## src/rtl/toa_pkg.sv

```systemverilog
// Shared types and defaults for the time-of-arrival capture block.
package toa_pkg;

  typedef enum logic [1:0] {IDLE, ARMED, RUN, DONE} state_t;

  localparam int TW_DEF      = 16;
  localparam int CONFIRM_DEF = 2;
  localparam int TIMEOUT_DEF = 40000;
  localparam int FLT_W       = 3;

  // Bit offset of channel ch inside the packed timestamp bus.
  function automatic int ts_lsb(input int ch, input int tw);
    return ch * tw;
  endfunction

endpackage

```

## src/rtl/toa_confirm.sv

```systemverilog
// One-channel debounce: det must stay high for CONFIRM consecutive enabled cycles.
module toa_confirm
  import toa_pkg::*;
#(
  parameter int CONFIRM = CONFIRM_DEF
) (
  input  logic clk8M,
  input  logic reset,
  input  logic i_en,
  input  logic i_det,
  input  logic i_hit,
  output logic o_confirm
);

  localparam logic [FLT_W-1:0] LP_MATCH = FLT_W'(CONFIRM - 1);

  logic [FLT_W-1:0] r_flt;

  // Saturating run length so a long-held det can never re-match after capture.
  always_ff @(posedge clk8M) begin
    if (reset || !i_en || !i_det) begin
      r_flt <= '0;
    end else if (r_flt != '1) begin
      r_flt <= r_flt + 1'b1;
    end
  end

  assign o_confirm = i_det & (r_flt == LP_MATCH) & ~i_hit;

endmodule

```

## src/rtl/toa_capture.sv

```systemverilog
// Shot controller: arms on request, timestamps each channel's first confirmed hit
// relative to the earliest one, and ends on all-hit or timeout.
module toa_capture
  import toa_pkg::*;
#(
  parameter int NCH     = 4,
  parameter int TW      = TW_DEF,
  parameter int CONFIRM = CONFIRM_DEF,
  parameter int TIMEOUT = TIMEOUT_DEF
) (
  input  logic              clk8M,
  input  logic              reset,
  input  logic              i_arm,
  input  logic [NCH-1:0]    i_det,
  input  logic              i_rd_ack,
  output logic              o_busy,
  output logic              o_done,
  output logic              o_timeout,
  output logic [NCH-1:0]    o_hit,
  output logic [NCH*TW-1:0] o_ts
);

  localparam logic [TW-1:0] LP_TIMEOUT = TW'(TIMEOUT);

  state_t             r_state;
  logic [TW-1:0]      r_cnt;
  logic [NCH-1:0]     r_hit;
  logic [NCH*TW-1:0]  r_ts;
  logic               r_busy;
  logic               r_done;
  logic               r_timeout;

  logic               w_en;
  logic [NCH-1:0]     w_confirm;
  logic               w_any;
  logic               w_all_hit;

  assign w_en      = (r_state == ARMED) || (r_state == RUN);
  assign w_any     = |w_confirm;
  assign w_all_hit = &(r_hit | w_confirm);

  for (genvar g = 0; g < NCH; g++) begin : g_ch
    toa_confirm #(.CONFIRM(CONFIRM)) u_confirm (
      .clk8M    (clk8M),
      .reset    (reset),
      .i_en     (w_en),
      .i_det    (i_det[g]),
      .i_hit    (r_hit[g]),
      .o_confirm(w_confirm[g])
    );
  end

  // In ARMED r_cnt is still 0, so the same capture path gives the first hits ts=0.
  always_ff @(posedge clk8M) begin
    if (reset) begin
      r_state   <= IDLE;
      r_cnt     <= '0;
      r_hit     <= '0;
      r_ts      <= '0;
      r_busy    <= 1'b0;
      r_done    <= 1'b0;
      r_timeout <= 1'b0;
    end else begin
      case (r_state)
        IDLE: begin
          if (i_arm) begin
            r_state   <= ARMED;
            r_busy    <= 1'b1;
            r_cnt     <= '0;
            r_hit     <= '0;
            r_ts      <= '0;
            r_timeout <= 1'b0;
          end
        end
        ARMED: begin
          if (w_any) begin
            for (int i = 0; i < NCH; i++) begin
              if (w_confirm[i]) begin
                r_hit[i]                   <= 1'b1;
                r_ts[ts_lsb(i, TW) +: TW]  <= r_cnt;
              end
            end
            r_cnt <= r_cnt + 1'b1;
            if (w_all_hit) begin
              r_state   <= DONE;
              r_busy    <= 1'b0;
              r_done    <= 1'b1;
              r_timeout <= 1'b0;
            end else begin
              r_state <= RUN;
            end
          end
        end
        RUN: begin
          for (int i = 0; i < NCH; i++) begin
            if (w_confirm[i]) begin
              r_hit[i]                  <= 1'b1;
              r_ts[ts_lsb(i, TW) +: TW] <= r_cnt;
            end
          end
          r_cnt <= r_cnt + 1'b1;
          // A late capture on the timeout cycle still counts; all-hit takes priority.
          if (w_all_hit) begin
            r_state   <= DONE;
            r_busy    <= 1'b0;
            r_done    <= 1'b1;
            r_timeout <= 1'b0;
          end else if (r_cnt == LP_TIMEOUT) begin
            r_state   <= DONE;
            r_busy    <= 1'b0;
            r_done    <= 1'b1;
            r_timeout <= 1'b1;
          end
        end
        DONE: begin
          if (i_rd_ack) begin
            r_state <= IDLE;
            r_done  <= 1'b0;
          end
        end
        default: begin
          r_state <= IDLE;
          r_busy  <= 1'b0;
          r_done  <= 1'b0;
        end
      endcase
    end
  end

  assign o_busy    = r_busy;
  assign o_done    = r_done;
  assign o_timeout = r_timeout;
  assign o_hit     = r_hit;
  assign o_ts      = r_ts;

endmodule
```

## config.mk

```make
export PLATFORM = sky130hd
export DESIGN_NAME = toa_capture
export DESIGN_NICKNAME = d
export VERILOG_FILES = /design/src/rtl/toa_pkg.sv /design/src/rtl/toa_confirm.sv /design/src/rtl/toa_capture.sv
export SDC_FILE = /design/constraint.sdc
export NUM_CORES = 1
export LEC_CHECK = 0
export CORE_MARGIN = 2
export CORE_UTILIZATION = 48
export CTS_CLUSTER_SIZE = 16
export DETAILED_ROUTE_END_ITERATION = 8
export HOLD_SLACK_MARGIN = 0.03
export PLACE_DENSITY = 0.82
export SKIP_CTS_REPAIR_TIMING = 1
export SLEW_MARGIN = 40
export SYNTH_ARGS = -nofsm -noshare
export SYNTH_HDL_FRONTEND = slang
export SYNTH_SLANG_ARGS = --single-unit
```

## constraint.sdc

```tcl
create_clock -name clk8M -period 2.36 [get_ports clk8M]
set_clock_uncertainty 0.05 [all_clocks]
set_input_delay 0.236 -clock clk8M [delete_from_list [all_inputs] [get_ports clk8M]]
set_output_delay 0.236 -clock clk8M [all_outputs]
set_load 0.03 [all_outputs]
```

Word level (Yosys, flattened, before mapping)
Cells that the tools add are included.

Flip-flop bits (word level): 101. Input bits: 8. Output and inout port bits: 71.

Add/sub/neg operators: 5. Equal/unequal tests: 17. Muxes and demuxes: 39. Bitwise operators: 13. Reductions and logical operators: 20.

Operator list (count): $pmux 64 s3 (1); $mux 64 (2); $mux 16 (6); $pmux 16 s3 (1); $mux 1 (17); $add 16x1->16 const B (1); $eq 16x16->1 const B (1); $add 3x1->3 const B (4); $eq 3x1->1 const B (4); $ne 3x3->1 const B (4); $pmux 4 s3 (1); $mux 2 (5); $reduce_and 5->1 (2); $pmux 1 s3 (3); $and 1x1->1 (8); $mux 4 (2); $ne 2x2->1 const B (4); $pmux 2 s4 (1); $reduce_and 4->1 (2); $logic_or 1x1->1 (6); $reduce_bool 3->1 (2); $logic_not 1->1 (5); $eq 2x2->1 const B (2); $not 1->1 (4); 6 further kinds (6).

Depth between registers and ports, before layout
Gate-level depths: netlist of run 1.

Word-level depth: 8. Gate-level depth with buffers: 11. Depth with buffers taken out: 7.

Modules after synthesis
From an unflattened synthesis of run 1, not the netlist that was laid out.

Cells, all modules: 513. Area, all modules: 4385.5 µm².

By module, submodules not included: toa_capture (instances 1, cells an instance 453, area each 3669.8 µm², sequential area each 1781.7 µm²); toa_confirm (instances 4, cells an instance 15, area each 178.9 µm², sequential area each 60.1 µm²).

Worst setup path before layout of run 1
No wires, ideal clock.

Kind: reg2reg. Start: register r_state[0]. End: register r_cnt[12]. Setup time: 0.070 ns. Arrival time: 2.165 ns. Data required time: 2.240 ns. Path slack: 0.075 ns. Stages on the path, launching flop included: 11. Path buffers: 3. Path through: dfxtp_1 > inv_1 > ha_1 > nor2b_4 > buf_6 > or2_0 > clkbuf_2 > a21o_1 > buf_6 > or4_1 > a21oi_1.

Word-level cells in the longest chain between the ends: 3.

RTL lines: start, declared (line toa_capture.sv:25) `state_t r_state;`; start signal, assigned (line toa_capture.sv:56) `r_state <= IDLE;`; start signal, assigned (line toa_capture.sv:67) `r_state <= ARMED;`; start signal, assigned (line toa_capture.sv:85) `r_state <= DONE;`; $eq 2x1->1, or another cell as far along (line toa_capture.sv:64) `case (r_state)`; $ne 2x2->1 (no source line) / $reduce_bool 3->1 (equally long branches); $reduce_and 3->1 (no source line); end signal, assigned (line toa_capture.sv:83) `r_cnt <= r_cnt + 1'b1;`; end signal, assigned (line toa_capture.sv:101) `r_cnt <= r_cnt + 1'b1;`; end, declared (line toa_capture.sv:26) `logic [TW-1:0] r_cnt;`.

Parallel ways exist; a longest one is shown, timed or not. A chain may end at the register's enable or synchronous reset.

Final worst setup path of run 1
Start: register r_state[0]. End: register r_ts[53], in the netlist o_ts[53].

Word-level cells in the longest chain between the ends: 3.

RTL lines: $eq 2x1->1, or another cell as far along (line toa_capture.sv:64); $ne 2x2->1 (no source line) / $reduce_bool 3->1 (equally long branches); $reduce_and 3->1 (no source line); end signal, assigned by index (line toa_capture.sv:80) `r_ts[ts_lsb(i, TW) +: TW] <= r_cnt;`; end signal, assigned by index (line toa_capture.sv:98) `r_ts[ts_lsb(i, TW) +: TW] <= r_cnt;`; end, declared (line toa_capture.sv:28) `logic [NCH*TW-1:0] r_ts;`.

Parallel ways exist; a longest one is shown, timed or not.

==> results.toml, run 1 <==
[synthesis]
syn_area_um2 = 4568
synth-seq-cells = 101
yosysUniqueCellTypes = 52
synth_edf_count = 0
yosys_warnings = 0
synth_cells = 468
avgSynthCellArea_um2 = 9.761
synthSimpleGateAreaFrac = 0.1915
synth_seq_area_share = 0.4426
synth_compound_area_frac = 0.09011
synth_common_cells = "101 x dfxtp_1, 95 x nor2_1, 68 x mux2i_1"
synth_top_family_by_area = "simple AND/OR/NAND/NOR gates"
synth_top_cell_by_area = "dfxtp_1"
yosys_most_used_dff = "dfxtp_1"
post-synth-top-count-cell = "dfxtp_1"
synthTopCellsByArea = "dfxtp_1 44%, mux2i_1 15%, nor2_1 7.8%"
syn_nets = 495
synth_xor_area_frac = 0.02684
synth_top_area_frac = 0.4426
synthAdderAreaFrac = 0.05204
synth.area.mux_share = 0.1490
synthArstFlopShare = 0

[place]
dp_slack_ns = 0.08944
dpl.hpwl_um = 7422
placed_cells = 669
gp_congestion = 0.8897
port_buffers = 78

[worst_setup_path]
endpoint_kind = "flip-flop"
critical_path.max_fanout = 16
reg2reg_setup_slack_ns = 0.13
reg2reg_depth = 9
worstPathRequired_ns = 2.53
crit_chain = "inv_1 > ha_1 > buf_4 > nor2b_1 > a21oi_1 > a211oi_4 > buf_12 > mux2i_1 > nor2_1"
worstPathArrival_ns = 2.41
max_stage_delay_ns = 0.35
path_buf_inv = 3
r2r_end = "o_ts[53]"
crit_path_start_kind = "flip-flop"
slowest_stage = "dfxtp_2"
rr_startpoint = "r_state[0]"
critPathKind = "reg -> reg"
cpLargestDelayFamily = "buffers and inverters"

[sta]
tns_ns = 0
hold_viol = 0
post-route-min-period_ns = 2.233
slew_headroom = 0.5343
setup_ws_ns = 0.1275
fin_crit_sh = 0.9460
setup_viol = 0
slew_violations = 0
rsz0062_at_grt = "no"
worstMarginPinSlew_ns = 0.6986
clock.fmax_mhz = 447.9

[clock_tree]
cts_inserted_buffers = 9
cts.clk_slew.worst_paths_ns = 0.10
h-tree-depth = 3
clkSinkCount = 101
root_buffer = "clkbuf_8"
clock_latency_ns = 0.36
clock_path_buffers = 2
cts_tree = "yes"

[worst_hold_path]
hold_start = "reset"
holdCritPathClass = "in -> reg"
holdPathEnd = "o_busy"
whs_path_depth = 2

[die]
start_util = 0.4944
num_io_pins = 79
fp.dieW_um = 101.6
die_height_um = 101.6
rows = 35
core_um2 = 9240
die_area_um2 = 10310

[drt]
routed-via-count = 3572
wl_per_cell_um = 15.06
via_per_inst = 5.215
drt-initial-drc-count = 166
drc_errors = 0
wl_um = 10320
ant_nets = 0
drtPass1Iterations = 4

[run]
maxCapViolations = 0

[power]
p_sw_frac = 0.3832
peakVddDrop_uv = 634.4
powerDensity_nw_per_um2 = 972.0
p_leak_nw = 2.182
seqPwrFrac = 0.326
comb_power_share = 0.468
internal-power_mw = 3.480
power_frac_clock = 0.205
p_switching_mw = 2.162

[finish]
drive_gt1_frac = 0.1097
finalNonFillerCells = 685
finish.utilization = 0.6283
nets = 578
antenna_cells = 0
synthToLayoutAreaGrowth_pct = 27.09

[grt]
grt_pass1_wl_um = 16890
gr-usage-all-layers = 0.2048
first_global_vias = 3541
grt_start_max_net_pins = 71
grt_overflow_total = 0
antenna_found_initial = 0

[run_status]
outcome = "finished, final reports clean"
-- area by class of cell --
| cell class | instances | area, um2 |
|---|---|---|
| fillers | 742 | 3435 |
| multi-input cells | 327 | 2364 |
| flip-flops and latches | 101 | 2024 |
| repair buffers | 100 | 1003 |
| well taps | 129 | 161.4 |
| clock buffers | 10 | 127.6 |
| clock inverters | 6 | 80.08 |
| inverters | 12 | 45.04 |
-- kinds of logic (layout without fill, tap and decap cells) --
family                     Yosys count  count (layout)
and+or+nand+nor                    171             171
DFF                                101             101
muxes                               68              68
AOI/OAI and AO/OA                   55              55
buffers and inverters               40             128
adders and majority gates           19              19
xor gates and xnor gates            14              14
-- worst max path at each step --
stage / startpoint / to / cells past startpoint
floorplan: r_state[0] / r_cnt[12] / 10
global placement: i_det[3] / o_ts[41] / 8
detailed placement: i_det[3] / o_ts[39] / 8
CTS: r_state[0] / o_ts[53] / 8
global route: r_state[0] / o_ts[53] / 9
finish: r_state[0] / o_ts[53] / 9
-- registers in the layout (all words and copies together), names as in the netlist --
| signal | cells |
|---|---|
| g_ch.u_confirm.r_flt | 12 |
| o_busy | 1 |
| o_done | 1 |
| o_hit | 4 |
| o_timeout | 1 |
| o_ts | 64 |
| r_cnt | 16 |
| r_state | 2 |
-- power by group through the flow --
stage | Clock, mW | Sequential (mW) | Combinational [mW]
4_1_cts | 1.17 | 1.84 | 2.63
5_1_grt | 1.24 | 1.85 | 2.81
3_3_place_gp | 0 | 1.87 | 2.57
6_report | 1.16 | 1.84 | 2.64
2_1_floorplan | 0 | 1.91 | 1.74
3_5_place_dp | 0 | 1.88 | 2.61
-- through the flow --
step / total power [mW] / hold slack, ns / instance area, um2
final: 5.643 / 0.04307 / 5806
after global routing: 5.906 / 0.03989 / 5806
after CTS: 5.640 / 0.02651 / 5797
after detailed placement: 4.486 / 0.4208 / 5589
after global placement: 4.437 / 0.4139 / 5589
after floorplan: 3.652 / 0.3515 / 4568
-- worst reg2reg max path, cell delays in order (launching register included) --
cell	delay, ns
dfxtp_2	0.35
inv_1	0.14
ha_1	0.20
buf_4	0.14
nor2b_1	0.30
a21oi_1	0.13
a211oi_4	0.27
buf_12	0.22
mux2i_1	0.24
nor2_1	0.07
-- cell usage in the layout (no fill, tap or decap), drive strengths merged, types with 3 or more instances in the layout --
| cell | n |
|---|---|
| a2111oi | 3 |
| a211oi | 11 |
| a21oi | 23 |
| and2 | 17 |
| and3b | 4 |
| and4 | 3 |
| and4bb | 4 |
| buf | 23 |
| clkbuf | 10 |
| clkdlybuf4s50 | 77 |
| dfxtp | 101 |
| ha | 19 |
| inv | 15 |
| mux2i | 68 |
| nand2 | 13 |
| nand3 | 11 |
| nand4 | 3 |
| nor2 | 95 |
| nor2b | 4 |
| o21ai | 5 |
| or4 | 4 |
| xnor2 | 9 |
| xor2 | 5 |
-- routing by layer --
layer  part of all wire  vias to the layer above  wire [um]  GRT usage
li1                   -                     1777          -          -
met1               0.44                     1700       4590     0.2585
met2               0.51                       87       5257     0.3588
met3              0.039                        8        399    0.04141
met4             0.0066                        0         68    0.04886
met5                  0                        -          0          0
(Power assumes the default switching activity.)
==> run 2: changes to the inputs <==
--- a/config.mk
+++ b/config.mk
@@ -9,6 +9,7 @@
 export CORE_UTILIZATION = 48
 export CTS_CLUSTER_SIZE = 16
 export DETAILED_ROUTE_END_ITERATION = 8
+export GPL_TIMING_DRIVEN = 0
 export HOLD_SLACK_MARGIN = 0.03
 export PLACE_DENSITY = 0.82
 export SKIP_CTS_REPAIR_TIMING = 1
==> results.toml, run 2 (synthesis gave the netlist of run 1 again) <==
[run_status]
outcome = "finished, final reports clean"

[worst_setup_path]
max_stage_delay_ns = 0.50
crit_path_start_kind = "flip-flop"
cpLargestDelayFamily = "simple AND/OR/NAND/NOR gates"
worstPathArrival_ns = 2.58
critPathKind = "reg -> reg"
slowest_stage = "or4_4"
critical_path.max_fanout = 7
worstPathRequired_ns = 2.61
crit_chain = "clkinvlp_4 > ha_4 > nor2b_4 > or2_0 > buf_4 > a21o_1 > buf_6 > or4_4 > a21oi_1"
endpoint_kind = "flip-flop"
path_buf_inv = 3

[sta]
clock.fmax_mhz = 429.8
hold_viol = 0
slew_headroom = 0.5929
post-route-min-period_ns = 2.326
setup_viol = 0
slew_violations = 0
fin_crit_sh = 0.9858
worstMarginPinSlew_ns = 0.6107

[drt]
ant_nets = 0
drtPass1Iterations = 4
routed-via-count = 3761
wl_um = 10920
wl_per_cell_um = 15.34
drt-initial-drc-count = 145
via_per_inst = 5.282
drc_errors = 0

[die]
rows = 35
core_um2 = 9240
start_util = 0.4944
die_area_um2 = 10310
fp.dieW_um = 101.6
die_height_um = 101.6
num_io_pins = 79

[finish]
multi_input_area_um2 = 2406
most-common-layout-cells = "98 x dfxtp_1, 95 x nor2_1, 78 x clkdlybuf4s50_1"
layout_commonest_cell = "dfxtp_1"
seqCellArea_um2 = 2028
drive_gt1_frac = 0.1389
nets = 605
antenna_cells = 0
stdcell_area_um2 = 5997
fill_cells = 741
synthToLayoutAreaGrowth_pct = 31.28
finish.utilization = 0.6490
largest_reg_flops = 64

[grt]
antenna_found_initial = 0
grt_start_max_net_pins = 18
first_global_vias = 3458
gr-usage-all-layers = 0.2089
grt_overflow_total = 0
grt_pass1_wl_um = 17040

[clock_tree]
clock_path_buffers = 2
root_buffer = "clkbuf_8"
clock_latency_ns = 0.37
clkSinkCount = 101
cts.clk_slew.worst_paths_ns = 0.09
h-tree-depth = 3
cts_tree = "yes"
cts_inserted_buffers = 9

[run]
maxCapViolations = 0

[power]
powerDensity_nw_per_um2 = 978.4
peakVddDrop_uv = 545.1
p_leak_nw = 2.270
p_total_mw = 5.868

[place]
place_area_um2 = 5518
gp_congestion = 0.9086
port_buffers = 78
dpl.hpwl_um = 7719

[worst_hold_path]
holdCritPathClass = "reg -> reg"
[run 2: cell types whose count changed in the layout (fill, tap and decap cells not counted), moves of 2 or more]
cell,delta
buf_12,-4
buf_4,+10
buf_6,+5
clkbuf_1,+13
clkinvlp_4,+2
or4_1,-2
or4_4,+2
[run 2: routing by layer]
layer  up-vias  global-route usage  share of wire
li1       1825                   -              -
met1      1813              0.2715           0.45
met2       106              0.3507           0.50
met3        17             0.04486          0.045
met4         0             0.05821          0.013
met5         -                   0              0
[run 2: layout make-up]
type	instances	share of cell area
inverters	12	0.008137
repair buffers	101	0.1640
plain buffers	26	0.02858
well taps	129	0.02691
flip-flops and latches	101	0.3382
multi-input cells	327	0.4012
clock buffers	11	0.02191
clock inverters	5	0.01106
[run 2: worst register-to-register path, stage by stage (launching register included)]
cell        delay (ns)
dfxtp_4           0.39
clkinvlp_4        0.12
ha_4              0.19
nor2b_4           0.17
or2_0             0.24
buf_4             0.16
a21o_1            0.17
buf_6             0.14
or4_4             0.51
a21oi_1           0.13
[run 2: report_power, final]
part | internal, mW | switching [mW]
Sequential | 1.78 | 0.0769
Clock | 0.507 | 0.613
Combinational | 1.34 | 1.54
Total | 3.63 | 2.23
[run 2: path summary, 6_finish.rpt]
kind | from | to | slack, ns | cells past startpoint
min | o_timeout | o_timeout | 0.43 | 2
min reg2reg | o_timeout | o_timeout | 0.43 | 2
max reg2reg | r_state[0] | r_cnt[6] | 0.03 | 9
max | r_state[0] | r_cnt[6] | 0.03 | 9
[run 2: stage by stage]
step	setup slack (ns)	instances	TNS (ns)	hold WS [ns]
6_report	0.03350	712	0	0.4285
5_1_grt	-0.07253	712	-0.1649	0.4602
4_1_cts	-0.3208	691	-14.55	0.4385
3_5_place_dp	-0.3005	675	-13.36	0.4248
3_3_place_gp	-0.3331	675	-12.55	0.4143
2_1_floorplan	0.07490	468	0	0.3515
